<file path="config.mk">
export PLATFORM = sky130hd
export DESIGN_NAME = mult_share_ctrl_flat
export DESIGN_NICKNAME = d
export VERILOG_FILES = /design/src/rtl/mult_share_pkg.sv /design/src/rtl/mult_share_ctrl_if.sv /design/src/rtl/mult_share_ctrl_rr_arb2.sv /design/src/rtl/mult_share_ctrl.sv /design/src/flat_wrapper.sv
export SDC_FILE = /design/constraint.sdc
export NUM_CORES = 1
export LEC_CHECK = 0
export ABC_AREA = 1
export BUFFER_PORTS_ARGS = -buffer_cell sky130_fd_sc_hd__buf_4
export CORE_UTILIZATION = 29
export DETAILED_ROUTE_END_ITERATION = 10
export GPL_TIMING_DRIVEN = 0
export SYNTH_ARGS = -nofsm -noshare
export SYNTH_HDL_FRONTEND = slang
export SYNTH_SLANG_ARGS = --single-unit
</file>
<file path="constraint.sdc">
create_clock -name clk -period 1.95 [get_ports clk]
set_clock_uncertainty 0.1 [all_clocks]
set_input_delay 0.195 -clock clk [delete_from_list [all_inputs] [get_ports clk]]
set_output_delay 0.195 -clock clk [all_outputs]
set_load 0.005 [all_outputs]
</file>
<file path="src/rtl/mult_share_pkg.sv">
// Shared state encoding and default parameters for the multiplier-sharing controller.
package mult_share_pkg;
  localparam int DEF_W       = 16;
  localparam int DEF_MUL_LAT = 2;

  localparam logic [1:0] ST_IDLE  = 2'd0;
  localparam logic [1:0] ST_ISSUE = 2'd1;
  localparam logic [1:0] ST_WAIT  = 2'd2;
  localparam logic [1:0] ST_RESP  = 2'd3;

  typedef enum logic [1:0] {
    IDLE  = ST_IDLE,
    ISSUE = ST_ISSUE,
    WAIT  = ST_WAIT,
    RESP  = ST_RESP
  } state_t;
endpackage

</file>
<file path="src/rtl/mult_share_ctrl_if.sv">
// Request, multiplier-control and response signals between two requesters, the
// shared multiplier datapath and the controller.
interface mult_share_ctrl_if import mult_share_pkg::*; #(
  parameter int W = DEF_W
);
  logic           req0_valid;
  logic           req1_valid;
  logic           mul_sel;
  logic           mul_start;
  logic [2*W-1:0] mul_p;
  logic           rsp0_valid;
  logic           rsp0_ready;
  logic           rsp1_valid;
  logic           rsp1_ready;
  logic [2*W-1:0] rsp_p;
  logic           busy;

  modport master (
    output req0_valid, req1_valid, mul_p, rsp0_ready, rsp1_ready,
    input  mul_sel, mul_start, rsp0_valid, rsp1_valid, rsp_p, busy
  );

  modport slave (
    input  req0_valid, req1_valid, mul_p, rsp0_ready, rsp1_ready,
    output mul_sel, mul_start, rsp0_valid, rsp1_valid, rsp_p, busy
  );
endinterface

</file>
<file path="src/rtl/mult_share_ctrl_rr_arb2.sv">
// Two-input round-robin picker: the pointer names the winner only when both request.
module rr_arb2 (
  input  logic [1:0] i_req,
  input  logic       i_ptr,
  input  logic       i_upd,
  output logic       o_gnt_idx,
  output logic       o_any
);
  always_comb begin
    o_any     = i_upd && (|i_req);
    o_gnt_idx = 1'b0;
    if (i_req == 2'b11) begin
      o_gnt_idx = i_ptr;
    end else if (i_req[1]) begin
      o_gnt_idx = 1'b1;
    end
  end
endmodule

</file>
<file path="src/rtl/mult_share_ctrl.sv">
// Time-shares one multiplier between two requesters: grant, start, wait the fixed
// latency, capture the product and hand it back over a valid/ready response.
module mult_share_ctrl import mult_share_pkg::*; #(
  parameter int W       = DEF_W,
  parameter int MUL_LAT = DEF_MUL_LAT,
  parameter int CNT_W   = 3
) (
  input  logic              clk,
  input  logic              rst_n,
  mult_share_ctrl_if.slave  bus
);
  localparam logic [CNT_W-1:0] CNT_LOAD = (MUL_LAT == 0) ? '0 : CNT_W'(MUL_LAT - 1);

  state_t           r_state;
  state_t           w_next;
  logic             r_sel;
  logic             r_ptr;
  logic [CNT_W-1:0] r_cnt;
  logic [2*W-1:0]   r_rsp_p;

  logic w_any;
  logic w_gnt_idx;
  logic w_req_gnt;
  logic w_rdy_gnt;
  logic w_take;
  logic w_load;
  logic w_capture;
  logic w_flip;

  rr_arb2 u_arb (
    .i_req     ({bus.req1_valid, bus.req0_valid}),
    .i_ptr     (r_ptr),
    .i_upd     (r_state == IDLE),
    .o_gnt_idx (w_gnt_idx),
    .o_any     (w_any)
  );

  // A granted requester dropping its request before the handshake aborts the operation.
  always_comb begin
    w_next    = r_state;
    w_take    = 1'b0;
    w_load    = 1'b0;
    w_capture = 1'b0;
    w_flip    = 1'b0;
    w_req_gnt = r_sel ? bus.req1_valid : bus.req0_valid;
    w_rdy_gnt = r_sel ? bus.rsp1_ready : bus.rsp0_ready;
    case (r_state)
      IDLE: begin
        if (w_any) begin
          w_take = 1'b1;
          w_next = ISSUE;
        end
      end
      ISSUE: begin
        if (!w_req_gnt) begin
          w_flip = 1'b1;
          w_next = IDLE;
        end else if (MUL_LAT == 0) begin
          w_capture = 1'b1;
          w_next    = RESP;
        end else begin
          w_load = 1'b1;
          w_next = WAIT;
        end
      end
      WAIT: begin
        if (!w_req_gnt) begin
          w_flip = 1'b1;
          w_next = IDLE;
        end else if (r_cnt == '0) begin
          w_capture = 1'b1;
          w_next    = RESP;
        end
      end
      RESP: begin
        if (!w_req_gnt || w_rdy_gnt) begin
          w_flip = 1'b1;
          w_next = IDLE;
        end
      end
      default: w_next = IDLE;
    endcase
  end

  always_ff @(posedge clk) begin
    if (!rst_n) begin
      r_state <= IDLE;
      r_sel   <= 1'b0;
      r_ptr   <= 1'b0;
      r_cnt   <= '0;
      r_rsp_p <= '0;
    end else begin
      r_state <= w_next;
      if (w_take)    r_sel <= w_gnt_idx;
      if (w_flip)    r_ptr <= ~r_sel;
      if (w_load) begin
        r_cnt <= CNT_LOAD;
      end else if (r_state == WAIT && r_cnt != '0) begin
        r_cnt <= r_cnt - 1'b1;
      end
      if (w_capture) r_rsp_p <= bus.mul_p;
    end
  end

  assign bus.mul_sel    = r_sel;
  assign bus.mul_start  = (r_state == ISSUE);
  assign bus.rsp0_valid = (r_state == RESP) && !r_sel;
  assign bus.rsp1_valid = (r_state == RESP) && r_sel;
  assign bus.rsp_p      = r_rsp_p;
  assign bus.busy       = (r_state != IDLE);
endmodule

</file>
<file path="src/flat_wrapper.sv">
// flat-port wrapper written by rule: the top's interface ports become plain ports
module mult_share_ctrl_flat import mult_share_pkg::*;
#(
  parameter int W       = DEF_W,
  parameter int MUL_LAT = DEF_MUL_LAT,
  parameter int CNT_W   = 3
)
  (clk, rst_n, bus_req0_valid, bus_req1_valid, bus_mul_p, bus_rsp0_ready, bus_rsp1_ready, bus_mul_sel, bus_mul_start, bus_rsp0_valid, bus_rsp1_valid, bus_rsp_p, bus_busy);
  mult_share_ctrl_if #(.W(W)) bus_i ();
  input  logic clk;
  input  logic rst_n;
  input wire logic [$bits(bus_i.req0_valid)-1:0] bus_req0_valid;
  input wire logic [$bits(bus_i.req1_valid)-1:0] bus_req1_valid;
  input wire logic [$bits(bus_i.mul_p)-1:0] bus_mul_p;
  input wire logic [$bits(bus_i.rsp0_ready)-1:0] bus_rsp0_ready;
  input wire logic [$bits(bus_i.rsp1_ready)-1:0] bus_rsp1_ready;
  output wire logic [$bits(bus_i.mul_sel)-1:0] bus_mul_sel;
  output wire logic [$bits(bus_i.mul_start)-1:0] bus_mul_start;
  output wire logic [$bits(bus_i.rsp0_valid)-1:0] bus_rsp0_valid;
  output wire logic [$bits(bus_i.rsp1_valid)-1:0] bus_rsp1_valid;
  output wire logic [$bits(bus_i.rsp_p)-1:0] bus_rsp_p;
  output wire logic [$bits(bus_i.busy)-1:0] bus_busy;
  assign bus_i.req0_valid = bus_req0_valid;
  assign bus_i.req1_valid = bus_req1_valid;
  assign bus_i.mul_p = bus_mul_p;
  assign bus_i.rsp0_ready = bus_rsp0_ready;
  assign bus_i.rsp1_ready = bus_rsp1_ready;
  assign bus_mul_sel = bus_i.mul_sel;
  assign bus_mul_start = bus_i.mul_start;
  assign bus_rsp0_valid = bus_i.rsp0_valid;
  assign bus_rsp1_valid = bus_i.rsp1_valid;
  assign bus_rsp_p = bus_i.rsp_p;
  assign bus_busy = bus_i.busy;
  mult_share_ctrl #(.W(W), .MUL_LAT(MUL_LAT), .CNT_W(CNT_W)) u_core (.clk(clk), .rst_n(rst_n), .bus(bus_i));
endmodule
</file>
## Yosys cells after proc, flatten, opt, wreduce, memory -nomap -nowiden

Index checks and enable logic that the tools add are counted.

| storage, ports and cells | value |
|---|---|
| input bits | 38 |
| flip-flop bits (word level) | 39 |

| operators by class | value |
|---|---|
| multiplexer cells | 22 |
| reductions and logical operators | 16 |
| equality and inequality tests | 7 |
| add/subtract/negate cells | 1 |
| bitwise gates (word level) | 2 |

Operators by type and width:

| operator | number |
|---|---|
| 1-bit 2-to-1 mux | 15 |
| 2-bit 2-to-1 mux | 5 |
| 2-bit case mux with 4 select lines | 1 |
| 2-bit == test, second input constant | 3 |
| 2-bit OR reduction | 3 |
| 1-bit logical AND | 4 |
| 2-bit by 1-bit != test with 1-bit output, second input constant | 2 |
| 2-bit nonzero test | 2 |
| 3-bit zero test | 1 |
| 3-bit != test, second input constant | 1 |
| 3-bit AND reduction | 1 |
| 3-bit nonzero test | 1 |
| 3-bit by 1-bit subtractor with 3-bit output, second input constant | 1 |
| 2-bit by 1-bit == test with 1-bit output, second input constant | 1 |
| 1-bit zero test | 2 |
| 2-bit zero test | 1 |
| 1-bit inverter | 2 |
| 1-bit case mux with 2 select lines | 1 |
| 1-bit logical OR | 1 |

## Longest topological paths before layout

Gate-level depths: netlist (run 1).

| depth | value |
|---|---|
| word-level depth | 5 |
| mapped depth | 10 |
| depth with buffers taken out | 10 |

## Cells and area by module

Synthesis (run 1) repeated with hierarchy kept, for this count alone.

| second synthesis, totals | value |
|---|---|
| cells, all modules | 231 |
| area, all modules | 1976.9 µm² |

Modules (own cells, without submodules):

| module | seq. area each (µm²) | cells each | times used | area each (µm²) |
|---|---|---|---|---|
| mult_share_ctrl | 780.7 | 224 | 1 | 1949.4 |
| rr_arb2 | 0.0 | 7 | 1 | 27.5 |

## Worst setup path after synthesis (run 1)

Ideal clock, no wire load.

| timing | value |
|---|---|
| path type | flip-flop to flip-flop |
| from | register u_core.r_cnt[0] |
| to | register u_core.r_rsp_p[10] (netlist: u_core.bus.rsp_p[10]) |
| arrival | 1.199 ns |
| path slack | 0.536 ns |
| library setup time | 0.116 ns |
| cell stages (with the launch flop) | 9 |
| cells stage by stage | dfxtp_1 > inv_1 > ha_1 > inv_1 > nor2_1 > nand3_4 > buf_6 > o21ai_2 > a21oi_2 |

| on the way | value |
|---|---|
| word-level cells in the longest chain between the ends | 4 |

RTL lines:

| what | RTL line | text |
|---|---|---|
| start: declaration | mult_share_ctrl.sv:18 | `logic [CNT_W-1:0] r_cnt;` |
| start signal: assignment | mult_share_ctrl.sv:99 | `r_cnt <= r_cnt - 1'b1;` |
| 3-bit zero test | mult_share_ctrl.sv:70 | `end else if (r_cnt == '0) begin` |
| 1-bit 2-to-1 mux | mult_share_ctrl.sv:70 |  |
| 1-bit 2-to-1 mux | mult_share_ctrl.sv:67 | `if (!w_req_gnt) begin` |
| 1-bit 2-to-1 mux | mult_share_ctrl.sv:47 | `case (r_state)` |
| end signal: assignment | mult_share_ctrl.sv:101 | `if (w_capture) r_rsp_p <= bus.mul_p;` |
| end: declaration | mult_share_ctrl.sv:19 | `logic [2*W-1:0] r_rsp_p;` |

Every way passes these cells.
A chain may end at the register's enable or synchronous reset.

## Worst setup path after layout (run 1)

| timing | value |
|---|---|
| from | register u_core.r_state[0] |
| to | register u_core.r_state[1] |

| on the way | value |
|---|---|
| word-level cells in the longest chain between the ends | 4 |

RTL lines:

| what | RTL line | text |
|---|---|---|
| start: declaration | mult_share_ctrl.sv:14 | `state_t r_state;` |
| start signal: assignment | mult_share_ctrl.sv:93 | `r_state <= w_next;` |
| 2-bit zero test | mult_share_ctrl.sv:33, mult_share_ctrl.sv:47 |  |
| 1-bit logical AND | mult_share_ctrl_rr_arb2.sv:10 | `o_any = i_upd && (\|i_req);` |
| 2-bit by 1-bit != test with 1-bit output (no source line) | n/a |  |
| 3-bit AND reduction (no source line) | n/a |  |

Several ways; a longest one is shown, not always the timed one.

==> results of run 1 <==
## report_power, final
part / switching, uW / internal [uW] / total, uW / leakage [uW]
sequential: 27.6 / 841 / 868 / 0.000316
combinational: 209 / 199 / 407 / 0.000822
clock: 306 / 381 / 687 / 0.0000581
total: 542 / 1420 / 1960 / 0.00120
## cells in the mapped netlist
library cell / number / share of area, %
o21ai_1: 4 / 1.0
nor2_1: 12 / 2.3
nand2_8: 1 / 1.0
buf_2: 3 / 0.75
nand2_4: 2 / 1.1
inv_4: 1 / 0.31
a21oi_1: 7 / 1.8
buf_6: 7 / 4.0
xor2_1: 1 / 0.44
nand2_1: 22 / 4.1
ha_1: 7 / 4.4
o21ai_0: 1 / 0.25
inv_1: 48 / 9.0
or2_0: 1 / 0.31
nand3_4: 1 / 0.88
a21oi_2: 32 / 14
o21ai_2: 28 / 12
clkbuf_4: 1 / 0.38
inv_2: 1 / 0.19
o211ai_1: 2 / 0.75
nor3_1: 2 / 0.50
dfxtp_1: 39 / 39
nand3_1: 4 / 1.0
## cell usage in the layout, fill, tap and decap left out, drive strengths merged
cell type	synthesis	layout
buf	10	83
inv	50	50
dfxtp	39	39
a21oi	39	39
o21ai	33	33
nand2	25	25
nor2	12	12
ha	7	7
clkbuf	1	6
nand3	5	5
nor3	2	2
o211ai	2	2
clkinv	0	2
or2	1	1
xor2	1	1
bufinv	0	1
## flip-flops by register name, summed over array words and instances (netlist names)
register	cells
u_core.r_cnt	3
u_core.r_state	2
u_core.bus.rsp_p	32
u_core.bus.mul_sel	1
u_core.r_ptr	1
## critical path, cell delays in order (launching register included)
cell and delay [ps]:
dfxtp_1 380, inv_1 90, ha_1 270, nand2_1 210, inv_2 70, nand2_1 60, nand2_1 50, nor2_1 120
nor2_1 50, nor2_1 110
## logic make-up after synthesis
family | count (synthesis)
DFF | 39
adders and majority gates | 7
AOI/OAI and AO/OA | 74
and+or+nand+nor | 45
xor gates and xnor gates | 1
buffers and inverters | 61
## worst min-delay path by stage
stage | startpoint | end | slack (ps) | cells after the start
after floorplan | bus_mul_p[0] | u_core.bus.rsp_p[0]$_SDFFE_PN0P_ | 250 | 2
after global placement | u_core.bus.rsp_p[6]$_SDFFE_PN0P_ | u_core.bus.rsp_p[6]$_SDFFE_PN0P_ | 340 | 2
after detailed placement | u_core.bus.rsp_p[29]$_SDFFE_PN0P_ | u_core.bus.rsp_p[29]$_SDFFE_PN0P_ | 340 | 2
after CTS | bus_mul_p[1] | u_core.bus.rsp_p[1]$_SDFFE_PN0P_ | 40 | 3
after global routing | bus_mul_p[6] | u_core.bus.rsp_p[6]$_SDFFE_PN0P_ | 40 | 3
final | bus_mul_p[28] | u_core.bus.rsp_p[28]$_SDFFE_PN0P_ | 50 | 3
## cell type report
cell class,instances,share of cell area [%]
plain buffers,11,3.69
clock buffers,5,2.50
clock inverters,3,1.59
flip-flops and latches,39,28.4
repair buffers,73,19.9
inverters,50,6.92
multi-input cells,127,33.5
well taps,77,3.50
## per-stage QoR
stage	cell area, um2	hold WS [ps]	power (uW)	cells	setup slack [ps]
finish	2750	45.1	1960	385	364
global route	2750	41.3	2080	385	214
CTS	2750	40.8	1990	385	351
detailed placement	2640	341	1300	377	374
global placement	2640	340	1290	377	385
floorplan	1990	253	1120	227	536
## metal layers
metal,share of wire (%),up-vias,GRT usage [%],wire length [um]
met4,1.2,0,3.70,51
li1,-,867,-,-
met3,6.2,6,4.18,272
met2,45,47,21.4,1960
met5,0,-,0,0
met1,48,736,17.6,2090
==> metrics.txt, run 1 <==
minimum clock period approximately 1600 ps; GPL Wtd Cong just under 0.8; vias in the first global route ~1700; Via-to-Cell Ratio between 4 and 5; first-pass iteration count of the detailed router 10; fraction of synthesized area in multiplexers 0%; RSZ-0062 raised after global routing false; Finished Core Util 42.3%; Slew headroom 80.8%; status finished with violations; postcts setup bufs 0; crit path capture u_core.r_state[1]$_SDFFE_PN0P_; setup violators final 0; Chip Height 84.9 um; # nets final between 300 and 400; Sequential cell area around 800 um2; sequential area share after synthesis 39.2%; compound-cell area share of the yosys netlist between 30% and 40%; die width between 80 and 90 um; Post-route DRC 5; 1st-iter DRT viols 45; VDD IR max around 0.00033 V; largest net degree at the start of global routing 14; setup TNS 0 ps; clock transition at the registers of the reported paths about 80 ps; CTS root buf clkbuf_8; row cnt 29; worst skew pair latency roughly 290 ps; Final ANT Viol Nets 0; syn_area_per_cell roughly 8.8 um2; post-CTS resize count 0; Max clock buf depth 2; failing checks DRC; routed len/inst 11.4 um; simple-gate portion of the synthesized area 11.2%; fill count ~670; layout cells sized above 1 about half; Initial Util between 30% and 40%; CP arrival 1720 ps; Post-Synth XOR/XNOR Area 0.439%; maximum clock rate roughly 630 MHz; CTS buffer count 5; Max Cap Viol 0; cell count after synthesis about 230; Cell variety after synth 23; CTS Sinks 39; Reg-to-Reg End u_core.r_state[1]$_SDFFE_PN0P_; CTS tree built; Req. time, crit path around 2100 ps; Die Area 0.00721 mm2; ANT cells 0; Worst setup EP type register; final wirelength between 4000 and 5000 um; Static Leak between 0.001 and 0.0015 uW; warnings from Yosys 0; class of the worst hold path in -> reg; Total GRT Usage between 10% and 20%; largest family of logic cells by synthesized area compound AO/OA/AOI/OAI gates; DP Wirelength around 3300 um; Setup crit start kind register; Worst-Margin Slew 288 ps; flop2flop setup slack 360 ps; Max Slew Vio Count 0; IO Port Bufs 73; first-pass GRT wire length 7680 um; Yosys reg bits 39; crit-path max FO 5; CTS Hold Bufs 0; critical path class reg -> reg; H-Tree Depth 2; P&R area growth vs syn 38.0%; Crit Reg-Reg Startpoint u_core.r_state[0]$_SDFFE_PN0P_; Core Region between 0.006 and 0.007 mm2; Adder-Cell Fraction of Synth Area between 4 and 5%; final hold vios 0; crit path launch u_core.r_state[0]$_SDFFE_PN0P_; Multi-input gate area just over 900 um2; Tcrit/Tclk final about four fifths; initial antenna violation count 0; io pins between 70 and 80; GRT Residual Overflow 0; Cell Pwr Density 714 mW/mm2; Vias between 1500 and 2000; r2r worst-path depth 9; Net Count, Synth 272; Synth Cell Area between 0.0015 and 0.002 mm2
Note: power is estimated with default switching activity, not from simulation.
==> run 2: changes to the inputs <==
Settings changed: ABC_AREA 1 to 0.
Clock period 1.95 ns to 1.3 ns, I/O delays scaled along.
==> run 2 against run 1 <==
The flow finishes with violations (setup timing). Largest power group unchanged. Critical path type unchanged. Synthesized cell count is 11% lower. Clock power is 46% higher. Flip-flop and latch count stayed put. Routed wire length is 12% higher. Final cell count is 5.5% higher.
==> metrics.txt, run 2 <==
Synth async-reset ratio 0%; Net Count, Synth 246; vias in the first global route 1750; worst hold slack between 90 and 100 ps; most frequent cells in the layout buf_4, nand2_1, dfxtp_1; first-pass iteration count of the detailed router 6; Final ANT Viol Nets 0; Worst setup EP type register; Via-to-Cell Ratio approximately 4.4; largest net degree at the start of global routing 14; layout cells sized above 1 around 45%; sequential area share after synthesis about 45%; clock transition at the registers of the reported paths around 80 ps; syn_area_per_cell 8.65 um2; Core Region 0.00564 mm2; # nets final roughly 380; Worst-Margin Slew between 400 and 500 ps; Setup crit start kind register; CTS tree built; Tot Pwr 2770 uW; post-route worst setup slack -233 ps; Slew headroom 70.7%; Chip Height between 70 and 80 um; routed len/inst about 12 um; setup violators final 41; RSZ-0062 raised after global routing true; ranking of synthesized cells by area dfxtp_1, nand2_1, a21boi_1; number of flops mapped to enable cells by yosys 0; Synth Cell Area around 0.0017 mm2; CP max stage delay roughly 390 ps; IO Port Bufs 73; most frequent cell after synthesis nand2_1; failing checks setup timing; Req. time, crit path 1380 ps; Post-Place Cells 346; DP Wirelength approximately 3000 um; Non-Filler Instances a little over 400; Static Leak between 0.001 and 0.0015 uW; post-synth top area share around 45%; row cnt 27; Vias roughly 1800; most common cell after layout, fill and taps aside buf_4; Max clock buf depth 2; CP arrival 1610 ps; Initial Util between 30% and 40%; die width between 70 and 80 um; r2r worst-path depth 5; initial antenna violation count 0; DP Area approximately 0.0025 mm2; Post-route DRC 0; Cell Pwr Density approximately 840 mW/mm2; critical-path cell list ha_4 > and4b_1 > a2111o_1 > o21ai_1 > nor2_1; warnings from Yosys 0; slowest CP cell a2111o_1; VDD IR max roughly 0.00051 V; status finished with violations; Max Cap Viol 0; minimum clock period approximately 1500 ps; Yosys top cell by area dfxtp_1; 1st-iter DRT viols 24; Die Area 0.00631 mm2; GRT Residual Overflow 0; CTS Sinks 39; H-Tree Depth 2; maximum clock rate between 600 and 700 MHz; final hold vios 0; Max Slew Vio Count 0; Post-synth top cells nand2_1, dfxtp_1, a21boi_1; class of the worst hold path in -> reg; first-pass GRT wire length between 7000 and 8000 um; Yosys reg bits 39; Cell variety after synth 34; P&R area growth vs syn 89.2%; setup TNS -6540 ps; dominant synthesized flop cell dfxtp_1; critical path class reg -> reg; Total GRT Usage about 15%; worst skew pair latency 290 ps; Largest register FFs 32; crit-path max FO 4; CTS root buf clkbuf_8; ANT cells 0; final wirelength 4920 um; Final Instance Area ~0.0033 mm2; cell count after synthesis 201; GPL Wtd Cong around 0.76; hold depth 3; Tcrit/Tclk final 118%; CTS buffer count 5; io pins between 70 and 80
run 2: stage by stage:
stage | utilization [%] | setup slack [ps]
detailed placement | 43.5 | -254
global route | 58.3 | -291
CTS | 54.7 | -210
global placement | 43.5 | -236
floorplan | - | -157
finish | 58.3 | -233
run 2: power by group:
group / internal (uW) / switching [uW] / leakage, uW / total [uW]
Sequential: 1220 / 24.1 / 0.000317 / 1240
Combinational: 328 / 201 / 0.000987 / 529
Clock: 571 / 432 / 0.0000581 / 1000
Total: 2120 / 657 / 0.00136 / 2770
run 2: path summary, 6_finish.rpt:
check        slack, ps                              start                                end
max               -230     u_core.r_state[0]$_SDFFE_PN0P_     u_core.r_state[0]$_SDFFE_PN0P_
min                100                     bus_req1_valid    u_core.bus.mul_sel$_SDFFE_PN0P_
max reg2reg       -230     u_core.r_state[0]$_SDFFE_PN0P_     u_core.r_state[0]$_SDFFE_PN0P_
min reg2reg        350  u_core.bus.rsp_p[10]$_SDFFE_PN0P_  u_core.bus.rsp_p[10]$_SDFFE_PN0P_
run 2: cell families after synthesis:
group	Yosys count	synth area share, %
and+or+nand+nor	87	22.2
AOI/OAI and AO/OA	46	19.4
DFF	39	44.9
buffers and inverters	17	4.96
adders and majority gates	7	5.04
muxes	3	2.52
xor gates and xnor gates	2	1.01
run 2: metal layers:
metal / global-route usage [%] / routed length, um / up-vias
met4: 6.00 / 65 / 0
met2: 27.8 / 2540 / 44
li1: - / - / 924
met1: 16.6 / 2080 / 828
met5: 0 / 0 / -
met3: 3.89 / 237 / 9
run 2: what timing repair did:
action | in CTS | in global routing
setup buffers | 10 | 8
hold buffers | 32 | 0
cloned | 0 | 3
setup endpoints to repair | 41 | 42
gates resized for setup | 37 | 21
pin swaps | 10 | 18
hold endpoints to repair | 32 | 0
run 2: layout make-up:
class	count	area [um2]
Fill cell	511	2350
Timing Repair Buffer	126	1120
Multi-Input combinational cell	145	1050
Sequential cell	39	791
Buffer	10	93.8
Tap cell	72	90.1
Clock buffer	5	68.8
Clock inverter	3	43.8
Inverter	6	35.0
run 2: critical path: cells and delay by family (launching register included):
family	cells	cell delay (ps)
DFF	1	380
AOI/OAI and AO/OA	2	530
and+or+nand+nor	2	240
adders and majority gates	1	180
